### src/rtl/ps2_host_tx.sv
// PS/2 host-to-device transmitter: request-to-send, bit shifting on device clock edges, ACK check.
// tx_active lets the companion receiver ignore the bus while a command is on the wire.
module ps2_host_tx #(
    parameter int INHIBIT_CYCLES = 6000,
    parameter int REQ_CYCLES     = 100,
    parameter int TIMEOUT_CYCLES = 1000000
) (
    input  logic       clock,
    input  logic       resetn,
    input  logic [7:0] cmd_data,
    input  logic       cmd_valid,
    output logic       cmd_ready,
    input  logic       ps2_clk_in,
    input  logic       ps2_dat_in,
    output logic       ps2_clk_oe,
    output logic       ps2_dat_oe,
    output logic       tx_active,
    output logic       tx_done,
    output logic       tx_error
);

    localparam int MAX_A = (INHIBIT_CYCLES > REQ_CYCLES) ? INHIBIT_CYCLES : REQ_CYCLES;
    localparam int MAX_P = (MAX_A > TIMEOUT_CYCLES) ? MAX_A : TIMEOUT_CYCLES;
    localparam int CW    = $clog2(MAX_P) + 1;

    localparam logic [CW-1:0] INH_LAST = CW'(INHIBIT_CYCLES - 1);
    localparam logic [CW-1:0] REQ_LAST = CW'(REQ_CYCLES - 1);
    localparam logic [CW-1:0] TO_LIMIT = CW'(TIMEOUT_CYCLES);
    localparam logic [CW-1:0] CNT_MAX  = '1;

    typedef enum logic [2:0] {IDLE, INHIBIT, REQ, SEND, WAIT_IDLE} state_t;

    state_t state, next_state;

    logic          clk_meta, clk_sync, clk_prev, fall_q;
    logic          dat_meta, dat_sync;
    logic [7:0]    sh;
    logic          par;
    logic [CW-1:0] phase_cnt;
    logic [CW-1:0] to_cnt;
    logic [3:0]    bitcnt;
    logic          dat_drive;
    logic          inh_done, req_done, timeout, ack_edge;

    function automatic logic [CW-1:0] sat_inc(input logic [CW-1:0] v);
        return (v == CNT_MAX) ? v : v + CW'(1);
    endfunction

    assign inh_done = (phase_cnt == INH_LAST);
    assign req_done = (phase_cnt == REQ_LAST);
    assign timeout  = (to_cnt >= TO_LIMIT);
    assign ack_edge = fall_q && (bitcnt == 4'd10);

    // Synchronisers idle high so reset never fakes a falling edge on an idle bus
    always_ff @(posedge clock or negedge resetn) begin
        if (!resetn) begin
            clk_meta <= 1'b1;
            clk_sync <= 1'b1;
            clk_prev <= 1'b1;
            dat_meta <= 1'b1;
            dat_sync <= 1'b1;
            fall_q   <= 1'b0;
        end else begin
            clk_meta <= ps2_clk_in;
            clk_sync <= clk_meta;
            clk_prev <= clk_sync;
            dat_meta <= ps2_dat_in;
            dat_sync <= dat_meta;
            fall_q   <= clk_prev & ~clk_sync;
        end
    end

    always_ff @(posedge clock or negedge resetn) begin
        if (!resetn) begin
            state <= IDLE;
        end else begin
            state <= next_state;
        end
    end

    always_comb begin
        next_state = state;
        unique case (state)
            IDLE:      if (cmd_valid) next_state = INHIBIT;
            INHIBIT:   if (inh_done) next_state = REQ;
            REQ:       if (req_done) next_state = SEND;
            SEND: begin
                if (timeout) begin
                    next_state = IDLE;
                end else if (ack_edge) begin
                    next_state = dat_sync ? IDLE : WAIT_IDLE;
                end
            end
            WAIT_IDLE: begin
                if (timeout || (clk_sync && dat_sync)) next_state = IDLE;
            end
            default:   next_state = IDLE;
        endcase
    end

    always_ff @(posedge clock or negedge resetn) begin
        if (!resetn) begin
            sh        <= '0;
            par       <= 1'b0;
            phase_cnt <= '0;
            to_cnt    <= '0;
            bitcnt    <= '0;
            dat_drive <= 1'b0;
        end else begin
            unique case (state)
                IDLE: begin
                    if (cmd_valid) begin
                        sh  <= cmd_data;
                        par <= ~^cmd_data;
                    end
                    phase_cnt <= '0;
                    to_cnt    <= '0;
                    bitcnt    <= '0;
                    dat_drive <= 1'b0;
                end
                INHIBIT: begin
                    phase_cnt <= inh_done ? '0 : sat_inc(phase_cnt);
                end
                REQ: begin
                    if (req_done) begin
                        phase_cnt <= '0;
                        to_cnt    <= '0;
                        bitcnt    <= '0;
                        dat_drive <= 1'b1;
                    end else begin
                        phase_cnt <= sat_inc(phase_cnt);
                    end
                end
                SEND: begin
                    to_cnt <= sat_inc(to_cnt);
                    if (fall_q) begin
                        if (bitcnt != 4'hF) bitcnt <= bitcnt + 4'd1;
                        if (bitcnt < 4'd8) begin
                            dat_drive <= ~sh[bitcnt[2:0]];
                        end else if (bitcnt == 4'd8) begin
                            dat_drive <= ~par;
                        end else begin
                            dat_drive <= 1'b0;
                        end
                    end
                end
                WAIT_IDLE: begin
                    to_cnt    <= sat_inc(to_cnt);
                    dat_drive <= 1'b0;
                end
                default: begin
                    phase_cnt <= '0;
                    to_cnt    <= '0;
                end
            endcase
        end
    end

    // Pulses are decoded from the final cycle of a frame so cmd_ready rises the cycle after
    always_comb begin
        cmd_ready  = (state == IDLE);
        tx_active  = (state != IDLE);
        ps2_clk_oe = (state == INHIBIT) || (state == REQ);
        ps2_dat_oe = (state == REQ) || ((state == SEND) && dat_drive && !timeout);
        tx_done    = (state == WAIT_IDLE) && !timeout && clk_sync && dat_sync;
        tx_error   = (((state == SEND) || (state == WAIT_IDLE)) && timeout) ||
                     ((state == SEND) && !timeout && ack_edge && dat_sync);
    end

endmodule

### config.mk
export PLATFORM = sky130hd
export DESIGN_NAME = ps2_host_tx
export DESIGN_NICKNAME = d
export VERILOG_FILES = /design/src/rtl/ps2_host_tx.sv
export SDC_FILE = /design/constraint.sdc
export NUM_CORES = 1
export LEC_CHECK = 0
export ABC_AREA = 1
export CORE_ASPECT_RATIO = 0.75
export CORE_UTILIZATION = 50
export CTS_CLUSTER_DIAMETER = 40
export CTS_CLUSTER_SIZE = 40
export DETAILED_ROUTE_END_ITERATION = 7
export PLACE_DENSITY = 0.73
export SLEW_MARGIN = 20
export SYNTH_ARGS = -nofsm -noshare
export SYNTH_HDL_FRONTEND = slang
export SYNTH_SLANG_ARGS = --single-unit
### constraint.sdc
create_clock -name clock -period 5.1 [get_ports clock]
set_clock_uncertainty 0.2 [all_clocks]
set_input_delay 1.02 -clock clock [delete_from_list [all_inputs] [get_ports clock]]
set_output_delay 1.02 -clock clock [all_outputs]
set_load 0.005 [all_outputs]
Word-level counts from Yosys, hierarchy flattened
Cells that the tools add are included.
{"block": "word_totals", "ff_bits": 65, "output_inout_bits": 6, "word_cells": 98}
{"block": "op_classes", "n_addsub": 3, "order_cmp": 3, "eq_ne": 19, "n_mux": 26, "n_bitwise": 5, "n_reduce_logical": 29}
{"op": "$pmux W21 S3", "n": 2}
{"op": "$mux W21", "n": 5}
{"op": "$add A21 B1 Y21 const B", "n": 2}
{"op": "$eq A21 B21 Y1 const B", "n": 2}
{"op": "$eq A21 B13 Y1 const B", "n": 1}
{"op": "$eq A21 B7 Y1 const B", "n": 1}
{"op": "$ge A21 B20 Y1 const B", "n": 1}
{"op": "$mux W3", "n": 7}
{"op": "$pmux W3 S5", "n": 1}
{"op": "$ne A2 B2 Y1 const B", "n": 7}
{"op": "$mux W4", "n": 3}
{"op": "$pmux W4 S3", "n": 1}
{"op": "$logic_and A1 B1 Y1", "n": 11}
{"op": "$reduce_bool A3 Y1", "n": 3}
{"op": "$eq A4 B4 Y1 const B", "n": 2}
{"op": "$reduce_xnor A8 Y1", "n": 1}
{"op": "$eq A3 B2 Y1 const B", "n": 2}
{"op": "$reduce_and A3 Y1", "n": 2}
{"op": "$logic_or A1 B1 Y1", "n": 5}
{"op": "$mux W1", "n": 5}
{"op": "$reduce_and A5 Y1", "n": 1}
{"op": "$add A4 B1 Y4 const B", "n": 1}
{"op": "$lt A3 B4 Y1 const B", "n": 1}
{"op": "$lt A4 B4 Y1 const B", "n": 1}
{"op": "13 further kinds", "n": 17}

Depth between registers and ports, before layout
{"block": "depth", "ltp_word": 6, "ltp_mapped": 11, "depth_no_buf": 11}

Least setup slack after synthesis
OpenSTA, ideal clock, no wires.
{"block": "synth_path", "path_type": "reg2out", "from": "register bitcnt[0]", "to": "output port tx_error", "arrival_time_ps": 1216, "required_time_ps": 3880, "setup_slack_ps": 2664, "stages_incl_launch_ff": 7, "n_path_buf": 1, "cell_sequence": "dfrtp_1 > clkbuf_1 > inv_1 > ha_1 > nand3_1 > nor2_1 > a22o_1"}
{"block": "synth_via", "elab_chain_cells": 5}
{"item": "start, declared", "line_no": "41", "text": "logic [3:0] bitcnt;"}
{"item": "start signal, assigned", "line_no": "137", "text": "if (bitcnt != 4'hF) bitcnt <= bitcnt + 4'd1;"}
{"item": "$eq A4 B4 Y1", "line_no": "52", "text": "assign ack_edge = fall_q && (bitcnt == 4'd10);"}
{"item": "$logic_and A1 B1 Y1", "line_no": "52"}
{"item": "$logic_and A1 B1 Y1 (2 in series)", "line_no": "167", "text": "((state == SEND) && !timeout && ack_edge && dat_sync);"}
{"item": "$logic_or A1 B1 Y1", "line_no": "166", "text": "tx_error = (((state == SEND) || (state == WAIT_IDLE)) && timeout) ||"}
{"item": "end, declared", "line_no": "19", "text": "output logic tx_error"}
Every way passes these cells.

Final worst setup path
{"block": "layout_path", "from": "register to_cnt[8]", "to": "output port tx_error"}
{"block": "layout_via", "elab_chain_cells": 6, "word_cells_on_any_way": 7, "classes_between": "order compare: 1; reduce/logical: 6"}
{"item": "start, declared", "line_no": "40", "text": "logic [CW-1:0] to_cnt;"}
{"item": "start signal, assigned", "line_no": "135", "text": "to_cnt <= sat_inc(to_cnt);"}
{"item": "start signal, assigned", "line_no": "148", "text": "to_cnt <= sat_inc(to_cnt);"}
{"item": "$ge A21 B20 Y1 (*)", "line_no": "51", "text": "assign timeout = (to_cnt >= TO_LIMIT);"}
{"item": "$logic_not A1 Y1", "line_no": "167"}
{"item": "$logic_and A1 B1 Y1 (3 in series)", "line_no": "167"}
{"item": "$logic_or A1 B1 Y1 (*)", "line_no": "166"}
Mark *: on every way between the ends. The rest lies on a longest branch, timed or not.

==> out/metrics.cfg <==
[floorplanning]
die_h_um = 82.1
rows = 28
io_pins = 19
dieArea_mm2 = 0.00894
initial_utilization_pct = 52.9
core-area_mm2 = 0.00809
dieWidth_um = 109

[logic_synthesis]
ys_seq_elements = 65
netlist.area_leader.share_pct = 35.1
seq_area_frac_synth_pct = 38.2
synth_enable_flop_cells = 0
ys_top_cells_by_area = dfrtp_1, nand2_1, nand3_1, nor2_1, inv_1
avgSynthCellArea_um2 = 7.20
synthArstFlopShare_pct = 100
synth.distinct_cells = 33
ys.flop_type = dfrtp_1
synth_fp_nets = 613
synth.cell_area_mm2 = 0.00428
synth_top_area_cell = dfrtp_1
synth_cells = 594
synth_warnings = 0

[clock_tree]
htree_num_levels = 3
hold_buffers = 0
clock-sinks = 65
clockRootBuffer = clkbuf_16
clock_latency_ns = 0.33
clk_pin_slew_worst_paths_ns = 0.05
ctsResizeCount = 0
clk_path_buf_depth = 2
cts_tree = done
cts_buffers = 9
post_cts_buffers = 0

[pwr]
vdd_drop_max_mv = 0.284
p_leak_nw = 2.18
p_per_area_mw_per_mm2 = 399

[critical_path]
regToRegStartpoint = phase_cnt[0]$_DFFE_PN0N_
cp_top_family = buffers and inverters
critical-path-max-stage-delay_ns = 0.50
criticalPathCategory = reg2out
rr_endpoint = state[0]$_DFFE_PN0P_
crit_top_cell = nand2_1
path_buf_inv = 2
r2r_cells = 10
arrival_ns = 2.21
r2r_slack_ns = 2.51
critPathRequiredTime_ns = 3.88
cp-end-kind = primary output
slowest_stage = clkdlybuf4s50_1
start_kind = register
crit_fanout = 4
crit_path_cell_trace = inv_1 -> nand3_1 -> nand2_1 -> nand2_1 -> nand2_1 -> nand2_1 -> nor2_1 -> a22o_1 -> clkdlybuf4s50_1

[sta]
period_share_pct = 67.2
slew_headroom_pct = 51.4
max_freq_ghz = 0.292
hold_viol = 0
fin_crit_ns = 3.43
finalSetupViolations = 0
rsz0062_at_grt = false
tightest_slew_ns = 0.727
finalSetupTns_ns = 0
drv_slew = 0

[layout]
layout_common_cells = nand2_1, nand3_1, nor2_1, dfrtp_1, inv_1
area_growth_pct = 12.0
final_common_cell = nand2_1
final_layout_size_suffix_gt1_share_pct = 9.72
stdcell_count = 722
nFillCells = 756
antenna_cells = 0
final_core_util_pct = 59.2
finalNetCount = 631

[detailed_routing]
drtPass1Iterations = 5
wl_per_cell_um = 13.8
drt-initial-drc-count = 300
wirelength_um = 9990
via_per_inst = 5.48
top_layer = met4
met1_length_um = 4820
postRouteAntennaNets = 0
wl_met2_um = 4300
wl_met3_um = 711
route.detailed.drc = 0
vias = 3955

[place]
dp_cells = 706
port-buffer-count = 18
hpwl_um = 7190
gp_congestion = 0.847

[job]
cap_violations = 0

[grt]
grt_pass1_wl_um = 17000
grt_max_degree = 41
antenna_found_initial = 0
grt.total_usage_pct = 24.8
grt.overflow.total = 0
grt_pass1_vias = 3646

[min_path]
min_delay_path_depth = 0
min_to = dat_sync$_DFF_PN1_
hp-class = reg2reg
min_from = dat_meta$_DFF_PN1_

[run_status]
outcome = complete, no violations

==> synthesized netlist by cell type (2+ instances only) <==
cell,number
nand3_1,65
inv_2,5
nor3_1,19
o211ai_1,6
inv_1,59
ha_1,6
nor2_1,61
dfstp_2,5
o21ai_1,3
xnor2_1,11
buf_2,6
a21oi_1,8
nor2_4,3
nand3b_1,2
nor2_2,2
nand2_2,6
nand2_4,2
xor2_1,18
clkbuf_1,6
mux2_2,7
nand4_1,18
dfrtp_1,60
o21ai_0,28
nand3_2,4
nand2_1,171
o21ai_2,6
==> flip-flops by register name, indices dropped and copies added (netlist names) <==
signal     count
bitcnt         4
clk_meta       1
clk_prev       1
clk_sync       1
dat_drive      1
dat_meta       1
dat_sync       1
fall_q         1
par            1
phase_cnt     21
sh             8
state          3
to_cnt        21
==> worst reg2reg max path, delay by kind of cell, from the launching register on <==
family	cells	cell delay (ns)
DFF	1	0.46
and+or+nand+nor	9	1.48
adders and majority gates	1	0.33
==> metrics by stage <==
stage / instance area (um^2) / hold slack, ns / worst slack, ns / power (mW)
after floorplan: 4280 / 0.145 / 2.66 / 1.19
after global placement: 4520 / 0.146 / 2.12 / 1.35
after detailed placement: 4520 / 0.148 / 2.06 / 1.37
after CTS: 4790 / 0.156 / 1.68 / 1.93
after global routing: 4790 / 0.156 / 1.51 / 2.05
final: 4790 / 0.153 / 1.67 / 1.91
==> final cells by class <==
cell class | count | area, um^2 | area share, %
Clock buffer | 13 | 250 | 5.22
Multi-Input combinational cell | 450 | 2320 | 48.3
Clock inverter | 3 | 17.5 | 0.366
Tap cell | 105 | 131 | 2.74
Timing Repair Buffer | 21 | 198 | 4.13
Sequential cell | 65 | 1630 | 34.1
Inverter | 65 | 246 | 5.14
==> routing by layer <==
metal	up-vias	global-route usage (%)
met1	1843	35.0
li1	1963	-
met2	133	38.1
met5	-	0
met3	16	5.02
met4	0	8.51
==> worst max path at each step <==
stage	from	end	slack [ns]	depth (start not counted)
global placement	to_cnt[8]$_DFFE_PN0P_	tx_error	2.12	9
CTS	to_cnt[8]$_DFFE_PN0P_	tx_error	1.68	9
global route	to_cnt[8]$_DFFE_PN0P_	tx_error	1.51	9
floorplan	bitcnt[0]$_DFFE_PN0P_	tx_error	2.66	6
detailed placement	to_cnt[8]$_DFFE_PN0P_	tx_error	2.06	9
finish	to_cnt[8]$_DFFE_PN0P_	tx_error	1.67	9
==> power breakdown <==
group	total [mW]	switching [mW]	leakage, nW	internal (mW)
combinational	0.684	0.453	1.19	0.231
clock	0.557	0.216	0.130	0.341
sequential	0.673	0.0758	0.859	0.597
total	1.91	0.745	2.18	1.17
==> kinds of logic after synthesis <==
family	after synthesis	synth area share (%)
AND/OR/NAND/NOR	355	37.4
buffers and inverters	79	7.72
flip-flops	65	38.2
AO/OA/AOI/OAI	53	7.22
XOR/XNOR	29	5.94
multiplexers	7	1.84
adder cells (fa/ha/maj)	6	1.75
Power figures use the tool's default switching activity.
==> RTL change, RTL diff (same settings) <==
The parameter `REQ_CYCLES` goes from 100 to 200.
--- a/src/rtl/ps2_host_tx.sv
+++ b/src/rtl/ps2_host_tx.sv
@@ -2,7 +2,7 @@
 // tx_active lets the companion receiver ignore the bus while a command is on the wire.
 module ps2_host_tx #(
     parameter int INHIBIT_CYCLES = 6000,
-    parameter int REQ_CYCLES     = 100,
+    parameter int REQ_CYCLES     = 200,
     parameter int TIMEOUT_CYCLES = 1000000
 ) (
     input  logic       clock,
Behaviour: same outputs for any inputs over 10 cycles, from zero or initial values and one cycle with resetn low; that may be too few to reach the edited logic, so the function may still have changed.
==> RTL change against the unedited design <==
- power is 3.3% higher
- sequential cell count stayed put
- count of clock-buffer cells in the layout decreased by 3
- worst setup slack got worse by 61 ps
- synthesized area is 2.8% higher
- synthesized cell count rose by 1.0%
- wire length rose by 4.3%
- cell area grew 3.1%
- largest power group is now the clock network
==> RTL change: results (changes against the unedited design) <==
Storage element area = 1630 um2 (unchanged)
CP max stage delay = 570 ps (+70 ps)
Gpl congestion = 0.889 (+5.0%)
Largest net degree at the start of global routing = 43 (+4.9%)
Lkg Pwr = 2.21 nW (+1.6%)
Post-Synthesis Cells = 600 (+1.0%)
Dominant cells by area after synthesis = dfrtp_1 (34%), nand2_1 (14%), nand3_1 (7.2%), nor2_1 (5.0%), xor2_1 (4.8%)
Final-layout clock buffer total = 10 (-3)
H-Tree Depth = 3 (unchanged)
Slowest cell on crit path = clkdlybuf4s50_1
DP Area = 4620 um2 (+2.0%)
First-pass GRT wire length = 18100 um (+6.4%)
Routed via count = 4005 (+1.3%)
Post-synth top cells = nand2_1 (163), nand3_1 (63), dfrtp_1 (60)
Pre-Repair DR Iteration Count = 5 (unchanged)
Area occupied by multi-input gates = 2420 um2 (+4.5%)
Worst-Margin Slew = 553 ps (-174 ps)
Status = finished, final reports clean
Post-Route WL = 10400 um (+4.3%)
Worst Path Max Fanout = 6 (+2)
PortBufs = 18 (unchanged)
HPWL after DPL = 7270 um (+0.99%)
Min-Delay Endpoint = clk_sync
CP arrival = 2270 ps (+60 ps)
Yosys warns = 0 (unchanged)
Final clock-cell share = 0.0651 (+0.00921)
Placed insts = 710 (+0.57%)
Final ANT Viol Nets = 0 (unchanged)
Seq_cells = 65 (unchanged)
Hold_sp = clk_meta
Inverters = 61 (-6.2%)
FILL cells = 776 (+2.6%)
Worst-path clk slew = 60 ps
Ratio of cells with drive above 1 in the final layout = 0.139 (+0.0419)
Worst setup endpoint = ps2_dat_oe
Peak VDD IR = 0.000364 V (+28%)
Syn_nets = 619 (+0.98%)
Hold WS = 156 ps (+3.37 ps)
RR Startpoint = phase_cnt[0]
NumNets Final = 632 (+0.16%)
CP Launch Point = to_cnt[14]
R2R Setup Slk = 2420 ps (-90 ps)
Dpl ws = 2010 ps (-43.9 ps)
Fin crit share = 0.684 (+0.0119)
Detailed Route Iter0 Violations = 304 (+1.3%)
Worst Reg2Reg Path Length in Cells = 12 (+2)
Vias in the first global route = 3773 (+3.5%)
Register area share after synthesis = 0.371 (-0.0104)
Multi-In Gates = 455 (+1.1%)
Total track usage = 0.255 (+0.00704)
Distinct cells, synth = 39 (+18%)
Num CTS Buffers = 9 (unchanged)
Cell Rows = 29 (+3.6%)
Area delta synth->final = 12.3%
Layout non-clock buf frac = 0.0405 (-0.000737)
Fin cells = 726 (+0.55%)
==> RTL change: cell types whose count changed after synthesis, sizes merged, moves of 3 or more <==
cell    unedited run  this run
nor2              66        70
clkbuf             6         3
inv               65        60
xor2              18        24
buf                8        16
o22ai              0         3
nand4             18        13
nand3             70        65
==> RTL change: routing by layer <==
metal	track usage	wire length, um
met1	0.368	5110
met2	0.371	4520
met3	0.0557	625
met4	0.0981	164
met5	0	0
==> RTL change: cells by family (layout without fill, tap and decap cells) <==
logic type	count (synthesis)	in the layout	share of synthesized area
xor+xnor	33	33	0.0657
fa+ha+maj	6	6	0.0171
simple gates	352	352	0.367
buf+inv	80	98	0.0785
flops	65	65	0.371
compound gates	57	57	0.0822
mux	7	7	0.0179
==> RTL change: where the power goes <==
group	total (mW)	internal, mW	switching, mW
Clock	0.672	0.430	0.242
Sequential	0.661	0.590	0.0707
Combinational	0.644	0.215	0.429
Total	1.98	1.24	0.742
